### src/rtl/fetch_stage_pkg.sv
`default_nettype none
// ============================================================================
//  Module      : fetch_stage_pkg
//  Description : Shared pipeline constants for the fetch stage: state
//                encoding, bubble instruction word and default reset PC.
//  Revision    : 1.0  initial release
// ============================================================================
package fetch_stage_pkg;

    localparam logic [31:0] C_NOP_INST = 32'h0000_0000;
    localparam logic [31:0] C_RESET_PC = 32'h0000_0000;

    typedef enum logic [1:0] {
        ST_FETCH = 2'd0,   // request outstanding, data delivered on ready
        ST_DRAIN = 2'd1,   // request outstanding, returning data thrown away
        ST_HOLD  = 2'd2    // no request, fetched word parked in skid register
    } fetch_state_t;

    // Redirect targets always land on a word boundary.
    function automatic logic [31:0] align_word(input logic [31:0] addr);
        return addr & ~32'h0000_0003;
    endfunction

endpackage
`default_nettype wire

### src/rtl/fetch_stage_if_id_reg.sv
`default_nettype none
// ============================================================================
//  Module      : if_id_reg
//  Description : IF/ID pipeline register with hold, load and bubble controls.
//                Priority: rst > hold > load > bubble. A bubble replaces the
//                instruction with NOP_INST and clears valid; the PC fields
//                keep their previous value.
//  Revision    : 1.0  initial release
// ============================================================================
module if_id_reg
    import fetch_stage_pkg::*;
#(
    parameter logic [31:0] NOP_INST = C_NOP_INST
) (
    input  logic        clk,
    input  logic        rst,
    input  logic        i_hold,
    input  logic        i_load,
    input  logic        i_bubble,
    input  logic [31:0] i_inst,
    input  logic [31:0] i_pc,
    output logic [31:0] o_inst,
    output logic [31:0] o_pc,
    output logic [31:0] o_pc4,
    output logic        o_valid
);

    logic [31:0] r_inst;
    logic [31:0] r_pc;
    logic [31:0] r_pc4;
    logic        r_valid;

    // Pipeline register update: hold wins over load, load over bubble.
    always_ff @(posedge clk) begin
        if (rst) begin
            r_inst  <= NOP_INST;
            r_pc    <= 32'h0;
            r_pc4   <= 32'h0;
            r_valid <= 1'b0;
        end else if (i_hold) begin
            r_inst  <= r_inst;
        end else if (i_load) begin
            r_inst  <= i_inst;
            r_pc    <= i_pc;
            r_pc4   <= i_pc + 32'd4;
            r_valid <= 1'b1;
        end else if (i_bubble) begin
            r_inst  <= NOP_INST;
            r_valid <= 1'b0;
        end
    end

    assign o_inst  = r_inst;
    assign o_pc    = r_pc;
    assign o_pc4   = r_pc4;
    assign o_valid = r_valid;

endmodule
`default_nettype wire

### src/rtl/fetch_stage.sv
`default_nettype none
// ============================================================================
//  Module      : fetch_stage
//  Description : Instruction fetch stage with stall skid buffer and redirect
//                draining of an in-flight imem request.
//  Revision    : 1.0  initial release
// ============================================================================
module fetch_stage
    import fetch_stage_pkg::*;
#(
    parameter logic [31:0] RESET_PC = C_RESET_PC,
    parameter logic [31:0] NOP_INST = C_NOP_INST
) (
    input  logic        clk,
    input  logic        rst,
    input  logic        stall,
    input  logic        isbranch,
    input  logic [31:0] branch_pc,
    output logic        imem_req,
    output logic [31:0] imem_addr,
    input  logic        imem_ready,
    input  logic [31:0] imem_rdata,
    output logic [31:0] id_inst,
    output logic [31:0] id_pc,
    output logic [31:0] id_pc4,
    output logic        id_valid
);

    fetch_state_t r_state, w_state_nxt;
    logic [31:0]  r_pc,   w_pc_nxt;
    logic [31:0]  r_skid, w_skid_nxt;
    logic [31:0]  r_pend, w_pend_nxt;
    logic [31:0]  w_target;
    logic [31:0]  w_pc4;
    logic         w_hold, w_load, w_bubble;
    logic [31:0]  w_load_inst;

    assign w_target = align_word(branch_pc);
    assign w_pc4    = r_pc + 32'd4;

    // No request while in reset or while a word is parked; address is the PC,
    // which only moves when the outstanding request has completed.
    assign imem_req  = ~rst & (r_state != ST_HOLD);
    assign imem_addr = r_pc;

    // State, PC, skid and pending-target registers.
    always_ff @(posedge clk) begin
        if (rst) begin
            r_state <= ST_FETCH;
            r_pc    <= RESET_PC;
            r_skid  <= 32'h0;
            r_pend  <= 32'h0;
        end else begin
            r_state <= w_state_nxt;
            r_pc    <= w_pc_nxt;
            r_skid  <= w_skid_nxt;
            r_pend  <= w_pend_nxt;
        end
    end

    // Next-state and IF/ID control; stall overrides any redirect request.
    always_comb begin
        w_state_nxt = r_state;
        w_pc_nxt    = r_pc;
        w_skid_nxt  = r_skid;
        w_pend_nxt  = r_pend;
        w_hold      = 1'b0;
        w_load      = 1'b0;
        w_bubble    = 1'b0;
        w_load_inst = imem_rdata;
        if (stall) begin
            w_hold = 1'b1;
            if ((r_state == ST_FETCH) && imem_ready) begin
                w_skid_nxt  = imem_rdata;
                w_state_nxt = ST_HOLD;
            end
        end else begin
            case (r_state)
                ST_FETCH: begin
                    if (isbranch) begin
                        w_bubble = 1'b1;
                        if (imem_ready) begin
                            w_pc_nxt = w_target;
                        end else begin
                            w_pend_nxt  = w_target;
                            w_state_nxt = ST_DRAIN;
                        end
                    end else if (imem_ready) begin
                        w_load   = 1'b1;
                        w_pc_nxt = w_pc4;
                    end else begin
                        w_bubble = 1'b1;
                    end
                end
                ST_DRAIN: begin
                    w_bubble = 1'b1;
                    if (isbranch) begin
                        w_pend_nxt = w_target;
                    end
                    if (imem_ready) begin
                        w_pc_nxt    = isbranch ? w_target : r_pend;
                        w_state_nxt = ST_FETCH;
                    end
                end
                ST_HOLD: begin
                    w_state_nxt = ST_FETCH;
                    if (isbranch) begin
                        w_bubble = 1'b1;
                        w_pc_nxt = w_target;
                    end else begin
                        w_load      = 1'b1;
                        w_load_inst = r_skid;
                        w_pc_nxt    = w_pc4;
                    end
                end
                default: begin
                    w_bubble    = 1'b1;
                    w_state_nxt = ST_FETCH;
                end
            endcase
        end
    end

    if_id_reg #(
        .NOP_INST (NOP_INST)
    ) u_if_id_reg (
        .clk      (clk),
        .rst      (rst),
        .i_hold   (w_hold),
        .i_load   (w_load),
        .i_bubble (w_bubble),
        .i_inst   (w_load_inst),
        .i_pc     (r_pc),
        .o_inst   (id_inst),
        .o_pc     (id_pc),
        .o_pc4    (id_pc4),
        .o_valid  (id_valid)
    );

endmodule
`default_nettype wire
### config.mk
export PLATFORM = sky130hd
export DESIGN_NAME = fetch_stage
export DESIGN_NICKNAME = d
export VERILOG_FILES = /design/src/rtl/fetch_stage_pkg.sv /design/src/rtl/fetch_stage_if_id_reg.sv /design/src/rtl/fetch_stage.sv
export SDC_FILE = /design/constraint.sdc
export NUM_CORES = 1
export LEC_CHECK = 0
export ABC_CLOCK_PERIOD_IN_PS = 2850
export BUFFER_PORTS_ARGS = -buffer_cell sky130_fd_sc_hd__buf_4
export CORE_MARGIN = 2
export CORE_UTILIZATION = 45
export CTS_CLUSTER_DIAMETER = 200
export DETAILED_ROUTE_END_ITERATION = 6
export PLACE_DENSITY = 0.69
export SYNTH_ARGS = -nofsm -noshare
export SYNTH_HDL_FRONTEND = slang
export SYNTH_SLANG_ARGS = --single-unit
### constraint.sdc
create_clock -name clk -period 2.85 [get_ports clk]
set_clock_uncertainty 0.05 [all_clocks]
set_input_delay 0.1425 -clock clk [delete_from_list [all_inputs] [get_ports clk]]
set_output_delay 0.1425 -clock clk [all_outputs]
set_load 0.005 [all_outputs]
== Word level (Yosys, flattened, before mapping) ==
Index checks and enable logic that the tools add are counted.

* Add/subtract/negate cells: 1
* Divide/modulo/power cells: 0
* Reduce and logical (&&, ||, !) cells: 11
* Equal/unequal tests: 11
* Bitwise logic cells: 4
* Shifts and indexed selects: 0
* $lt $le $gt $ge: 0
* Muxes and demuxes: 34
* Multipliers: 0

{| class="wikitable"
|+ Operators by type and width
! kind !! count
|-
| 2-to-1 mux 32 bit || 13
|-
| one-hot mux 32 bit (3 select lines) || 1
|-
| one-hot mux 32 bit (2 select lines) || 1
|-
| adder 32 x 3 -> 32 bit, second input constant || 1
|-
| AND reduction 4 bit || 3
|-
| 2-to-1 mux 1 bit || 11
|-
| 2-to-1 mux 2 bit || 5
|-
| inequality test 2 bit, second input constant || 5
|-
| inequality test 3 bit, second input constant || 3
|-
| AND reduction 2 bit || 3
|-
| one-hot mux 1 bit (2 select lines) || 2
|-
| one-hot mux 2 bit (2 select lines) || 1
|-
| nonzero test 2 bit || 2
|-
| NOT 1 bit || 3
|-
| nonzero test 3 bit || 1
|-
| == test 2 x 1 -> 1 bit, second input constant || 1
|-
| == test 2 bit, second input constant || 1
|-
| logical NOT 2 bit || 1
|-
| inequality test 2 x 1 -> 1 bit, second input constant || 1
|-
| AND 1 bit || 1
|-
| logical AND 1 bit || 1
|}

* Output and inout port bits: 130
* Bits in read-only memories: 0
* Flip-flop bits (word level): 195
* Latch bits: 0
* Bits in writable memories: 0
* Input port bits: 69
* Memories kept: 0
* Word-level logic and storage cells: 69

== Depth between registers and ports, before layout ==
* Word-level depth: 6
* Gate-level depth with buffers: 8

== Hierarchy ==
Synthesis repeated with hierarchy kept, for this count alone.

* Cell total of the unflattened synthesis: 1099
* Area, all modules: 8856.0 µm²

{| class="wikitable"
|+ Modules (own cells, without submodules)
! module !! cells an instance !! area each (µm²) !! instances
|-
| fetch_stage || 645 || 4971.0 || 1
|-
| if_id_reg || 454 || 3885.0 || 1
|}

== Worst setup path before layout ==
Ideal clock, no wire load.

* Path kind: register to register
* From: register r_pc[2] (netlist: imem_addr[2])
* To: register r_pc[28] (netlist: imem_addr[28])
* Arrival: 1.929 ns
* Period minus slack after synthesis: 2.106 ns
* Slack: 0.744 ns
* Required time: 2.673 ns
* Setup time: 0.127 ns
* Stages on the path, launching flop included: 7
* Buffers on the path: 0
* Path through: dfxtp_1 > ha_1 > nand3_4 > nor4_4 > nand4_2 > and3_1 > or3_1

* Longest elaborated chain between the ends: 4
* Elaborated cells between the ends (all ways): 5
* Those cells by class: add/sub: 1; mux: 4

{| class="wikitable"
|+ RTL lines
! element !! line !! text
|-
| start, declared || fetch_stage.sv:30 || <nowiki>logic [31:0] r_pc, w_pc_nxt;</nowiki>
|-
| start signal, assigned || fetch_stage.sv:55 || <nowiki>r_pc <= w_pc_nxt;</nowiki>
|-
| adder 32 x 3 -> 32 bit (*) || fetch_stage.sv:39 || <nowiki>assign w_pc4 = r_pc + 32'd4;</nowiki>
|-
| 2-to-1 mux 32 bit || fetch_stage.sv:88 || <nowiki>end else if (imem_ready) begin</nowiki>
|-
| 2-to-1 mux 32 bit || fetch_stage.sv:80 || <nowiki>if (isbranch) begin</nowiki>
|-
| one-hot mux 32 bit (3 select lines) (*) || fetch_stage.sv:78 || <nowiki>case (r_state)</nowiki>
|}

Mark *: on every way between the ends. The rest lies on a longest branch, timed or not. The select of a mux whose other input is x is not followed.
A chain may end at the register's enable or synchronous reset.

== Worst setup path after layout ==
* From: register r_pc[3] (netlist: imem_addr[3])
* To: register r_pc[26] (netlist: imem_addr[26])

Same word-level chain as after synthesis.

==> reports/results.txt <==
status: finished, final reports clean
Buf/Inv on CP: 0
# nets final: 1,351
total negative slack: 0 ns
Seq. cell area: 0.003864 mm²
initial antenna violation count: 0
CTS root buf: clkbuf_16
Arr. time, crit path: 2.67 ns
RSZ-0062 raised after global routing: no
Slowest-stage cell, CP: nor4_2
final-report setup violation count: 0
worst slew pin tran: 0.8008 ns
pwr/cell area: 534.3 mW/mm²
Die Ht: 141.3 µm
Avg WL per Cell: 16.89 µm
Peak supply drop: 0.4752 mV
Starting DRT DRC Count: 701
met2 wire length: 12,110 µm
Critical Path, Cell by Cell: ha_1, nand3_4, nor4_2, nand3_1, or3_1, a31oi_1
mapped cell area: 0.008483 mm²
worst setup path start: imem_addr[3]
postcts setup bufs: 0
worst-path fanout max: 10
Clock Tree Buf Depth: 2
layout cell share with drive strength beyond 1: 0.2164
vias in the first global route: 7,896
Clock transition at path regs: 0.08 ns
H-tree depth: 4
CP peak stage delay: 0.58 ns
Cell Rows: 50
Area Growth Syn to Fin: 33.08%
gr ovfl total: 0
Clock Latency Late Sink: 0.44 ns
max_cap viols: 0
dpl ws: 0.5315 ns
Rel. slew slack: 0.4642
Final WS setup: 0.4972 ns
Post-synth EDFFs: 0
first-pass GRT wire length: 41,030 µm
vias: 8,477
CTS resizes: 0
Util after Layout: 0.6076
Leakage: 4.245 nW
Routed Antenna Nets: 0
hold_sp: rst
Mapped Avg Cell Area: 7.921 µm²
asr flop ratio synth: 0
Setup crit start kind: register
Post-DP HPWL: 16,820 µm
Core Area: 0.01858 mm²
CTS tree: yes
ys flop type: dfxtp_1
Final Cycle Share: 0.8256
largest net degree at the start of global routing: 134
DRT Pass-1 Iters: 5
gp weighted congestion: 0.8712
post-synthesis sequential area ratio: 0.4555
# DRC: 0
syn_nets: 1,141
Die W: 141.3 µm
met1 wire length: 11,550 µm
Inserted Clock Buffers: 17
number of fill cells: 1,635
maximum clock rate: 0.4250 GHz
cells after synthesis: 1,071
WS Path Type: reg -> reg
GRT Overall Usage: 0.2546
IO buf count: 196
WHS: 0.07779 ns
Detailed Route WL: 25,810 µm
Ports: 199
Yosys cell types: 61
Max Used Layer: met4
Reg-to-Reg Start: imem_addr[3]
cell family with most CP delay: simple AND/OR/NAND/NOR gates
clock sink count: 193
Starting Density: 0.4566
Die ar.: 0.01997 mm²
multi-input logic area: 0.004219 mm²
max-slew violation count: 0
CP Capture Type: register
Hold WC Path Type: in -> reg
Synth warnings: 0
DR WL met3: 1649 µm
worst endpoint required time: 3.17 ns
count of final hold-check violations: 0
flops & latches, synth: 193
Final Critical Period: 2.353 ns
DR vias/cell: 5.548
# diodes: 0
[power breakdown]
| part | switching [mW] | internal [mW] |
|---|---|---|
| Sequential | 0.123 | 2.81 |
| Combinational | 0.400 | 0.361 |
| Clock | 1.18 | 1.17 |
| Total | 1.70 | 4.33 |
[cells in the mapped netlist (9+ instances only)]
| library cell | instances | share of area |
|---|---|---|
| mux2i_1 | 33 | 0.039 |
| xnor2_1 | 13 | 0.013 |
| a31oi_1 | 9 | 0.0066 |
| o21ai_0 | 56 | 0.033 |
| nor3_1 | 23 | 0.014 |
| dfxtp_1 | 193 | 0.46 |
| nor2_1 | 64 | 0.028 |
| buf_2 | 22 | 0.013 |
| a21oi_1 | 121 | 0.071 |
| nand2_1 | 271 | 0.12 |
| a211oi_1 | 30 | 0.027 |
| or3_1 | 10 | 0.0074 |
| nand3_1 | 19 | 0.011 |
| clkbuf_1 | 60 | 0.027 |
[metrics by stage]
stage / cells / power, mW / instance area [µm²]
after global placement: 1433 / 3.658 / 10090
final: 1528 / 6.032 / 11290
after global routing: 1528 / 6.266 / 11290
after floorplan: 1071 / 3.325 / 8483
after detailed placement: 1433 / 3.672 / 10090
after CTS: 1528 / 6.061 / 11290
[flip-flops by register name, summed over array words and instances (netlist names)]
register / cells
u_if_id_reg.o_inst: 32
r_pend: 32
r_skid: 32
u_if_id_reg.o_valid: 1
u_if_id_reg.o_pc: 30
r_state: 2
imem_addr: 32
u_if_id_reg.o_pc4: 32
[kinds of logic (layout without fill, tap and decap cells)]
| kind of cell | Yosys count | in the layout | synth area share |
|---|---|---|---|
| AOI/OAI and AO/OA | 264 | 264 | 0.1823 |
| xor gates and xnor gates | 21 | 21 | 0.02168 |
| adders and majority gates | 1 | 1 | 0.001475 |
| buffers and inverters | 100 | 323 | 0.05074 |
| DFF | 193 | 193 | 0.4555 |
| muxes | 33 | 33 | 0.03894 |
| and+or+nand+nor | 459 | 459 | 0.2494 |
[timing repair]
item / in CTS / in global routing
hold buffers: 63 / 0
setup endpoints to repair: 0 / 0
endpoints found under the hold margin: 101 / 0
[per-layer routing]
layer / GRT usage / vias to the layer above
li1: - / 4119
met1: 0.3528 / 4032
met2: 0.4060 / 287
met3: 0.04286 / 39
met4: 0.08368 / 0
met5: 0 / -
[layout by cell type, fill, tap and decap left out, types with 7 or more instances in the layout]
| master | n |
|---|---|
| nor2_1 | 64 |
| xnor2_1 | 13 |
| a31oi_1 | 9 |
| clkbuf_16 | 17 |
| xor2_1 | 8 |
| a21oi_1 | 120 |
| nor3_1 | 22 |
| o21ai_0 | 56 |
| nand3_1 | 19 |
| buf_4 | 219 |
| nand2_1 | 271 |
| or3_1 | 10 |
| o21ai_1 | 7 |
| and3_1 | 8 |
| a211oi_1 | 30 |
| dlygate4sd3_1 | 63 |
| inv_1 | 7 |
| o211ai_1 | 8 |
| mux2i_1 | 33 |
| dfxtp_1 | 193 |
| nand2b_1 | 8 |
[worst reg2reg max path: stages, from the launching register on]
cell     delay (ns)
dfxtp_1        0.45
ha_1           0.29
nand3_4        0.18
nor4_2         0.58
nand3_1        0.23
or3_1          0.34
a31oi_1        0.16
[layout make-up]
class                   instances  area share
clock buffers                  17     0.03768
flip-flops and latches        193      0.3422
clock inverters                15     0.01308
repair buffers                284      0.2050
multi-input cells             778      0.3737
well taps                     234     0.02593
inverters                       7    0.002327
[final timing paths]
path	endpoint	slack (ns)	cells past startpoint
worst max-delay path	imem_addr[26]	0.50	6
worst min-delay path	r_skid[17]	0.08	2
worst max register to register	imem_addr[26]	0.50	6
worst min register to register	u_if_id_reg.o_valid	0.40	2
No activity file was read; power rests on OpenSTA's default activity.
